<file path="src/rtl/lsu_ahbl_bridge_pkg.sv">
// Shared AHB-Lite encodings, bridge FSM states and the bridge's internal register bundles.
package system_pkg;
  localparam logic [1:0] HTRANS_IDLE   = 2'b00;
  localparam logic [1:0] HTRANS_NONSEQ = 2'b10;

  localparam logic [2:0] HSIZE_BYTE = 3'b000;
  localparam logic [2:0] HSIZE_HALF = 3'b001;
  localparam logic [2:0] HSIZE_WORD = 3'b010;

  typedef enum logic {IDLE, DPH} lsu_bridge_state_e;

  typedef struct packed {
    logic        we;
    logic [31:0] wdata;
  } lsu_dph_t;

  typedef struct packed {
    logic        valid;
    logic        err;
    logic [31:0] rdata;
  } lsu_rsp_t;
endpackage

</file>
<file path="src/rtl/lsu_ahbl_bridge_if.sv">
// AHB-Lite single-master link between the LSU bridge and the interconnect.
interface ahblite_interconnection #(parameter int HADDR_W = 32);
  logic               hsel;
  logic [HADDR_W-1:0] haddr;
  logic [2:0]         hsize;
  logic               hwrite;
  logic [1:0]         htrans;
  logic [31:0]        hwdata;
  logic [31:0]        hrdata;
  logic               hready;
  logic               hresp;

  modport ahblite_master (
    output hsel, haddr, hsize, hwrite, htrans, hwdata,
    input  hrdata, hready, hresp
  );

  modport ahblite_slave (
    input  hsel, haddr, hsize, hwrite, htrans, hwdata,
    output hrdata, hready, hresp
  );
endinterface

</file>
<file path="src/rtl/lsu_ahbl_bridge_be_decode.sv">
// Byte-enable to AHB transfer size / low address decode; flags non-naturally-aligned patterns.
module lsu_be_decode
  import system_pkg::*;
(
  input  logic [3:0] be,
  input  logic [1:0] addr,
  output logic [2:0] hsize,
  output logic [1:0] haddr,
  output logic       illegal
);
  // The core presents a word base; the lane offset is fully implied by be.
  logic unused_addr;
  assign unused_addr = ^addr;

  always_comb begin
    hsize   = HSIZE_WORD;
    haddr   = 2'b00;
    illegal = 1'b0;
    case (be)
      4'b1111: hsize = HSIZE_WORD;
      4'b0011: hsize = HSIZE_HALF;
      4'b1100: begin hsize = HSIZE_HALF; haddr = 2'b10; end
      4'b0001: hsize = HSIZE_BYTE;
      4'b0010: begin hsize = HSIZE_BYTE; haddr = 2'b01; end
      4'b0100: begin hsize = HSIZE_BYTE; haddr = 2'b10; end
      4'b1000: begin hsize = HSIZE_BYTE; haddr = 2'b11; end
      default: illegal = 1'b1;
    endcase
  end
endmodule

</file>
<file path="src/rtl/lsu_ahbl_bridge.sv">
// Core load/store port to pipelined single AHB-Lite transfers; in-order registered responses.
module lsu_ahbl_bridge
  import system_pkg::*;
#(
  parameter int HADDR_W = 32
) (
  input  logic               clk,
  input  logic               rstn,
  input  logic               data_req_i,
  output logic               data_gnt_o,
  input  logic               data_we_i,
  input  logic [3:0]         data_be_i,
  input  logic [HADDR_W-1:0] data_addr_i,
  input  logic [31:0]        data_wdata_i,
  output logic               data_rvalid_o,
  output logic [31:0]        data_rdata_o,
  output logic               data_err_o,
  ahblite_interconnection.ahblite_master master0
);
  lsu_bridge_state_e state, state_nxt;
  logic [2:0] dec_size;
  logic [1:0] dec_lo;
  logic       illegal;
  logic       gnt_legal, gnt_ill, done;
  lsu_dph_t   dph_q;
  lsu_rsp_t   rsp_q;

  lsu_be_decode u_dec (
    .be      (data_be_i),
    .addr    (data_addr_i[1:0]),
    .hsize   (dec_size),
    .haddr   (dec_lo),
    .illegal (illegal)
  );

  always_comb begin
    gnt_legal = 1'b0;
    gnt_ill   = 1'b0;
    done      = (state == DPH) && master0.hready;
    if (rstn && data_req_i) begin
      // Illegal requests wait for an empty data phase so their error stays in order.
      if (!illegal) gnt_legal = (state == IDLE) || master0.hready;
      else          gnt_ill   = (state == IDLE);
    end
    state_nxt = state;
    if (gnt_legal)           state_nxt = DPH;
    else if (master0.hready) state_nxt = IDLE;
  end

  always_comb begin
    master0.hsel   = gnt_legal;
    master0.htrans = gnt_legal ? HTRANS_NONSEQ : HTRANS_IDLE;
    master0.hwrite = gnt_legal & data_we_i;
    master0.haddr  = '0;
    master0.hsize  = HSIZE_WORD;
    // Track the held request so the address is stable across wait states.
    if (rstn && data_req_i && !illegal) begin
      master0.haddr = {data_addr_i[HADDR_W-1:2], dec_lo};
      master0.hsize = dec_size;
    end
  end

  always_ff @(posedge clk or negedge rstn) begin
    if (!rstn) begin
      state <= IDLE;
      dph_q <= '0;
      rsp_q <= '0;
    end else begin
      state <= state_nxt;
      if (gnt_legal) dph_q <= '{we: data_we_i, wdata: data_wdata_i};
      rsp_q.valid <= done | gnt_ill;
      if (gnt_ill) begin
        rsp_q.err <= 1'b1;
      end else if (done) begin
        rsp_q.err <= master0.hresp;
        if (!dph_q.we) rsp_q.rdata <= master0.hrdata;
      end
    end
  end

  assign master0.hwdata = dph_q.wdata;
  assign data_gnt_o     = gnt_legal | gnt_ill;
  assign data_rvalid_o  = rsp_q.valid;
  assign data_rdata_o   = rsp_q.rdata;
  assign data_err_o     = rsp_q.err;
endmodule

</file>
<file path="src/flat_wrapper.sv">
// flat-port wrapper written by rule: the top's interface ports become plain ports
module lsu_ahbl_bridge_flat import system_pkg::*;
#(
  parameter int HADDR_W = 32
)
  (clk, rstn, data_req_i, data_gnt_o, data_we_i, data_be_i, data_addr_i, data_wdata_i, data_rvalid_o, data_rdata_o, data_err_o, master0_hsel, master0_haddr, master0_hsize, master0_hwrite, master0_htrans, master0_hwdata, master0_hrdata, master0_hready, master0_hresp);
  ahblite_interconnection #(.HADDR_W(HADDR_W)) master0_i ();
  input  logic clk;
  input  logic rstn;
  input  logic data_req_i;
  output logic data_gnt_o;
  input  logic data_we_i;
  input  logic [3:0] data_be_i;
  input  logic [HADDR_W-1:0] data_addr_i;
  input  logic [31:0] data_wdata_i;
  output logic data_rvalid_o;
  output logic [31:0] data_rdata_o;
  output logic data_err_o;
  output wire logic [$bits(master0_i.hsel)-1:0] master0_hsel;
  output wire logic [$bits(master0_i.haddr)-1:0] master0_haddr;
  output wire logic [$bits(master0_i.hsize)-1:0] master0_hsize;
  output wire logic [$bits(master0_i.hwrite)-1:0] master0_hwrite;
  output wire logic [$bits(master0_i.htrans)-1:0] master0_htrans;
  output wire logic [$bits(master0_i.hwdata)-1:0] master0_hwdata;
  input wire logic [$bits(master0_i.hrdata)-1:0] master0_hrdata;
  input wire logic [$bits(master0_i.hready)-1:0] master0_hready;
  input wire logic [$bits(master0_i.hresp)-1:0] master0_hresp;
  assign master0_hsel = master0_i.hsel;
  assign master0_haddr = master0_i.haddr;
  assign master0_hsize = master0_i.hsize;
  assign master0_hwrite = master0_i.hwrite;
  assign master0_htrans = master0_i.htrans;
  assign master0_hwdata = master0_i.hwdata;
  assign master0_i.hrdata = master0_hrdata;
  assign master0_i.hready = master0_hready;
  assign master0_i.hresp = master0_hresp;
  lsu_ahbl_bridge #(.HADDR_W(HADDR_W)) u_core (.clk(clk), .rstn(rstn), .data_req_i(data_req_i), .data_gnt_o(data_gnt_o), .data_we_i(data_we_i), .data_be_i(data_be_i), .data_addr_i(data_addr_i), .data_wdata_i(data_wdata_i), .data_rvalid_o(data_rvalid_o), .data_rdata_o(data_rdata_o), .data_err_o(data_err_o), .master0(master0_i));
endmodule
</file>
<file path="config.mk">
export PLATFORM = sky130hd
export DESIGN_NAME = lsu_ahbl_bridge_flat
export DESIGN_NICKNAME = d
export VERILOG_FILES = /design/src/rtl/lsu_ahbl_bridge_pkg.sv /design/src/rtl/lsu_ahbl_bridge_if.sv /design/src/rtl/lsu_ahbl_bridge_be_decode.sv /design/src/rtl/lsu_ahbl_bridge.sv /design/src/flat_wrapper.sv
export SDC_FILE = /design/constraint.sdc
export NUM_CORES = 1
export LEC_CHECK = 0
export ABC_AREA = 1
export CORE_AREA = 5 5 107 109
export DETAILED_ROUTE_END_ITERATION = 16
export DIE_AREA = 0 0 112 114
export GPL_ROUTABILITY_DRIVEN = 1
export PLACE_DENSITY = 0.77
export SETUP_SLACK_MARGIN = 0.1
export SLEW_MARGIN = 40
export SYNTH_ARGS = -nofsm -noshare
export SYNTH_HDL_FRONTEND = slang
export SYNTH_HIERARCHICAL = 1
export SYNTH_SLANG_ARGS = --single-unit
</file>
<file path="constraint.sdc">
create_clock -name clk -period 1.1 [get_ports clk]
set_input_delay 0.11 -clock clk [delete_from_list [all_inputs] [get_ports clk]]
set_output_delay 0.11 -clock clk [all_outputs]
set_load 0.005 [all_outputs]
</file>
-- Word-level counts from Yosys, hierarchy flattened
Index checks and enable logic that the tools add are counted.
Widths: inputs -> output; s select.
- register bits after elaboration: 68
- word-level logic and storage cells: 44
- equality and inequality tests: 7
- multiplexer cells: 14
- bitwise logic cells: 6
- reductions and logical operators: 11
- operators with widths (cell ; number):
    $mux 32 ; 2
    $mux 33 ; 1
    $eq 4x4->1 const B ; 3
    $eq 4x2->1 const B ; 2
    $mux 1 ; 7
    $reduce_or 7->1 ; 1
    $pmux 2 s3 ; 1
    $eq 4x1->1 const B ; 1
    $eq 4x3->1 const B ; 1
    $mux 2 ; 2
    $pmux 2 s2 ; 1
    $reduce_bool 2->1 ; 2
    $reduce_or 2->1 ; 2
    $reduce_or 4->1 ; 1
    $logic_and 1x1->1 ; 3
    $not 1->1 ; 3
    $reduce_and 3->1 ; 1
    $or 1x1->1 ; 2
    $and 1x1->1 ; 1
    $logic_or 1x1->1 ; 1

-- Depth between registers and ports, before layout
- depth in word-level cells: 6
- gate-level depth with buffers: 9
- mapped depth without buffers: 8

-- By module
Netlist, hierarchy kept.
- modules (own cells, without submodules) (module ; times used ; cells an instance ; area each (um^2) ; sequential area each (um^2)):
    lsu_ahbl_bridge ; 1 ; 403 ; 3330.7 ; 1701.6
    lsu_be_decode ; 1 ; 23 ; 111.4 ; 0.0

-- Worst setup path before layout
Ideal clock, no wire load.
- kind: input port to output port
- start: input port data_be_i[0]
- end: output port master0_htrans[1]
- data arrival time: 0.997 ns
- required time: 0.990 ns
- setup slack: -0.007 ns
- stages on the path: 8
- cell sequence: nor2_2 > nand2_2 > a21oi_2 > nor2_4 > nand2_4 > buf_6 > inv_1 > buf_4
- word-level cells in the longest chain between the ends: 5
- ends and longest elaborated chain (element ; line ; RTL):
    start: declaration ; flat_wrapper.sv:13 ; input logic [3:0] data_be_i;
    $eq 4x4->1 (tied with other cells) ; lsu_ahbl_bridge_be_decode.sv:19 ; case (be)
    $reduce_or 7->1 (no source line) (*) ; n/a ;
    $mux 1 (*) ; lsu_ahbl_bridge.sv:42 ; if (!illegal) gnt_legal = (state == IDLE) || master0.hready;
    $mux 1 (*) ; lsu_ahbl_bridge.sv:40 ; if (rstn && data_req_i) begin
    net master0_hsel ; flat_wrapper.sv:19 ; output wire logic [$bits(master0_i.hsel)-1:0] master0_hsel;
    $mux 2 (*) ; lsu_ahbl_bridge.sv:52 ; master0.htrans = gnt_legal ? HTRANS_NONSEQ : HTRANS_IDLE;
    end: declaration ; flat_wrapper.sv:23 ; output wire logic [$bits(master0_i.htrans)-1:0] master0_htrans;
The timed path passes the listed nets; every way through them passes the cells marked *.

-- Final worst setup path
- start: input port data_be_i[0]
- end: output port master0_hsize[1]
- word-level cells in the longest chain between the ends: 4
- ends and longest elaborated chain (element ; line ; RTL):
    $eq 4x4->1 (tied with other cells) ; lsu_ahbl_bridge_be_decode.sv:19 ;
    $reduce_or 4->1 (no source line) (tied with other cells) ; n/a ;
    $pmux 2 s2 / $logic_and 1x1->1 (equally long branches) ; lsu_ahbl_bridge_be_decode.sv:19, lsu_ahbl_bridge.sv:57 ;
    $mux 2 (*) ; lsu_ahbl_bridge.sv:57 ; if (rstn && data_req_i && !illegal) begin
    end: declaration ; flat_wrapper.sv:21 ; output wire logic [$bits(master0_i.hsize)-1:0] master0_hsize;
Every way passes the cells marked *; elsewhere a longest branch is shown, timed or not.

==> results by group <==
Run status
  • Result of the run: complete, but fails checks
  • Failing checks: setup timing

Timing
  • Worst Skew: approximately 0.0094 ns
  • Transition time at the pin with the least slew margin: between 0.6 and 0.7 ns
  • Maximum achievable frequency: about 750 MHz
  • Period utilisation layout: 122%
  • Worst path setup slack after routing: -0.239 ns
  • Final slew viol count: 0
  • Worst hold margin: between 0.015 and 0.02 ns
  • Setup repair after global routing missed its margin: true
  • Finish-stage setup viols: 103
  • Final hold violation count: 0
  • Final worst path period need: ~1.3 ns
  • Slew margin rel.: between 50% and 60%

CTS
  • Number of buffers created by CTS: 9
  • Root Buffer: sky130_fd_sc_hd__clkbuf_8
  • Clock slew at reported path FFs: about 0.08 ns
  • Number of hold buffers added after cts: 0
  • CTS tree: done
  • Number of buffers on the longest clock path: 2
  • Number of clock sinks seen by CTS: between 60 and 70
  • Worst-skew pair later-pin latency: 0.34 ns
  • H-tree level count: 3

Synthesis
  • Library cell with the largest summed area after synthesis: sky130_fd_sc_hd__dfrtp_1
  • Fraction of post-synthesis cell area in the top cell type by area: between 40% and 50%
  • Total standard cell area after synthesis: 3440 µm²
  • Area contributors post-synth: sky130_fd_sc_hd__dfrtp_1 49%, sky130_fd_sc_hd__nand2_1 12%, sky130_fd_sc_hd__inv_1 7.7%
  • Syn avg cell area: just over 8 µm²
  • Fraction of the yosys area taken by sequential cells: roughly half
  • Syn. warnings: 6
  • Gate Count Post-Synth: approximately 430
  • Number of nets produced by synthesis: 532
  • Number of distinct library cells after synthesis: 21
  • Number of flip-flops and latches in the synthesized netlist: 68

Worst setup path
  • Critical Path Sink Type: output port
  • Startpoint kind of the worst setup timing path: input port
  • Worst R2R Setup Slack: -0.23 ns
  • CP arrival: between 1 and 1.5 ns
  • CP max FO: 5
  • Count of cells along the worst register-to-register path: 7
  • Crit Path Class: in -> out
  • Worst path required time: around 1 ns
  • Worst reg2reg endpoint: u_core/data_rdata_o[2]
  • Critical register-to-register path startpoint: u_core/state

Die
  • Area of the die: 12800 µm²
  • Rows: 38
  • Die Wd: around 110 µm
  • Core Region: between 10000 and 15000 µm²
  • Initial Utilization: 32.8%
  • Die Span Y: approximately 110 µm
  • Top-level port count: 212

Route
  • DRT antenna net count: 0
  • Vias after detailed routing: between 3000 and 4000
  • Routed length per instance: between 15 and 20 µm
  • # DRC: 0
  • Drt initial violations: around 150
  • DR vias/cell: between 4 and 5
  • Final routed wirelength across all metal layers: ~13000 µm
  • Number of search-and-repair iterations in the first detailed-routing pass: 4

Hold path
  • Hold/Removal Path Class: in -> async

Cells and area
  • Sequential cell area: 1700 µm²
  • Commonest cells after routing, fill and taps aside: 97 x sky130_fd_sc_hd__clkdlybuf4s50_1, 89 x sky130_fd_sc_hd__buf_2, 71 x sky130_fd_sc_hd__nand2_1, 68 x sky130_fd_sc_hd__inv_1, 67 x sky130_fd_sc_hd__dfrtp_1
  • Layout area overhead: 102%
  • Multi-input combinational cell area: around 1700 µm²
  • Core utilization of the finished layout: between 60% and 70%
  • Layout net count: ~800
  • Share of post-route cells with drive strength above 1: between 50% and 60%
  • Most frequent standard cell in the layout excluding fill and tap cells: sky130_fd_sc_hd__clkdlybuf4s50_1
  • Design area: between 6000 and 7000 µm²
  • Number of antenna diodes: 0
  • Count of fill cells added during filler insertion: ~750

Placement
  • Final Wtd Congestion: around 0.85
  • Count of input and output buffers: 207
  • Area after detailed placement: 5490 µm²
  • Half-perimeter wire length after placement: around 8000 µm

Global route
  • First-pass GRT wire length: between 15000 and 20000 µm
  • Initial antenna violation count: 0
  • Via count of the first global-routing pass: between 3000 and 4000
  • Pin count of the biggest net entering global routing: 69
  • Total congestion overflow: 0
  • Total track usage: a little under a fifth

Pwr
  • Max IR drop VDD: roughly 740 µV
  • Power density of the placed cells: approximately 1400 nW/µm²
  • Static leakage: 0.00367 µW

Job
  • Max-capacitance violation count: 0
-- cell usage after synthesis (all sizes together) --
cell type    n
buf         53
nand2      114
o21ai       32
nand3       37
nand3b       1
inv         75
nor2        40
or2          1
dfrtp       68
conb         2
nand4        1
a21oi        2
-- repair_timing --
item | in CTS | in global routing
gates cloned | 10 | 3
buffers inserted | 47 | 32
endpoints found under the setup margin | 171 | 164
gates resized for setup | 551 | 134
endpoints found under the hold margin | 0 | 0
pin swaps | 63 | 22
-- stage by stage --
step                      power [µW]  worst slack (ns)  setup TNS [ns]  std cells
final                           9870            -0.239          -13.77        840
after CTS                       9220            -0.240          -11.54        812
after floorplan                 4750            0.0906               0        426
after detailed placement        6510             -1.11          -78.05        742
after global placement          6420            -0.958          -71.30        742
after global routing           10500            -0.282          -18.16        840
-- flip-flops by register name, summed over array words and instances (netlist names) --
| name | count |
|---|---|
| u_core/data_err_o | 1 |
| u_core/dph_q | 1 |
| u_core/data_rdata_o | 32 |
| u_core/state | 1 |
| u_core/master0.hwdata | 32 |
| u_core/data_rvalid_o | 1 |
-- layout make-up --
cell class | count | share of cell area [%]
flip-flops and latches | 68 | 24.5
clock buffers | 12 | 2.23
well taps | 140 | 2.52
multi-input cells | 231 | 24.8
clock inverters | 4 | 1.37
repair buffers | 309 | 39.9
repair inverters | 1 | 0.0720
inverters | 75 | 4.59
-- report_power, final --
group | switching (µW) | leakage [µW] | total (µW) | internal, µW
clock | 933 | 0.000127 | 2560 | 1630
sequential | 384 | 0.000847 | 3540 | 3150
combinational | 1600 | 0.00270 | 3770 | 2180
-- cells by family after synthesis --
family / count (synthesis) / share of synthesized area (%)
buffers and inverters: 128 / 20.1
and+or+nand+nor: 194 / 24.1
other: 2 / 0.218
DFF: 68 / 49.4
AOI/OAI and AO/OA: 34 / 6.14
-- critical path, stage by stage --
cell and delay, ns:
sky130_fd_sc_hd__buf_12 0.12, sky130_fd_sc_hd__clkinv_8 0.05, sky130_fd_sc_hd__nand2_8 0.05, sky130_fd_sc_hd__nand2_4 0.07, sky130_fd_sc_hd__a21oi_4 0.06, sky130_fd_sc_hd__nor2_4 0.16
sky130_fd_sc_hd__clkinv_4 0.12, sky130_fd_sc_hd__buf_6 0.14, sky130_fd_sc_hd__or2_4 0.22, sky130_fd_sc_hd__buf_6 0.12
-- layer usage --
layer	routed length (µm)	global-route usage (%)	vias up
li1	-	-	1780
met1	4630	19.5	1734
met2	6960	34.5	173
met3	1110	6.21	32
met4	360	8.09	0
met5	0	0	-
-- worst max path at each step --
stage / startpoint / slack, ns / endpoint / cells after the start
after floorplan: data_be_i[2] / 0.09 / master0_htrans[1] / 8
after global placement: data_be_i[1] / -0.96 / master0_haddr[19] / 10
after detailed placement: data_be_i[3] / -1.11 / master0_haddr[19] / 9
after CTS: u_core/state / -0.24 / master0_hwrite / 5
after global routing: data_be_i[1] / -0.28 / master0_haddr[29] / 10
final: data_be_i[0] / -0.24 / master0_hsize[1] / 10
(Power assumes the default switching activity.)
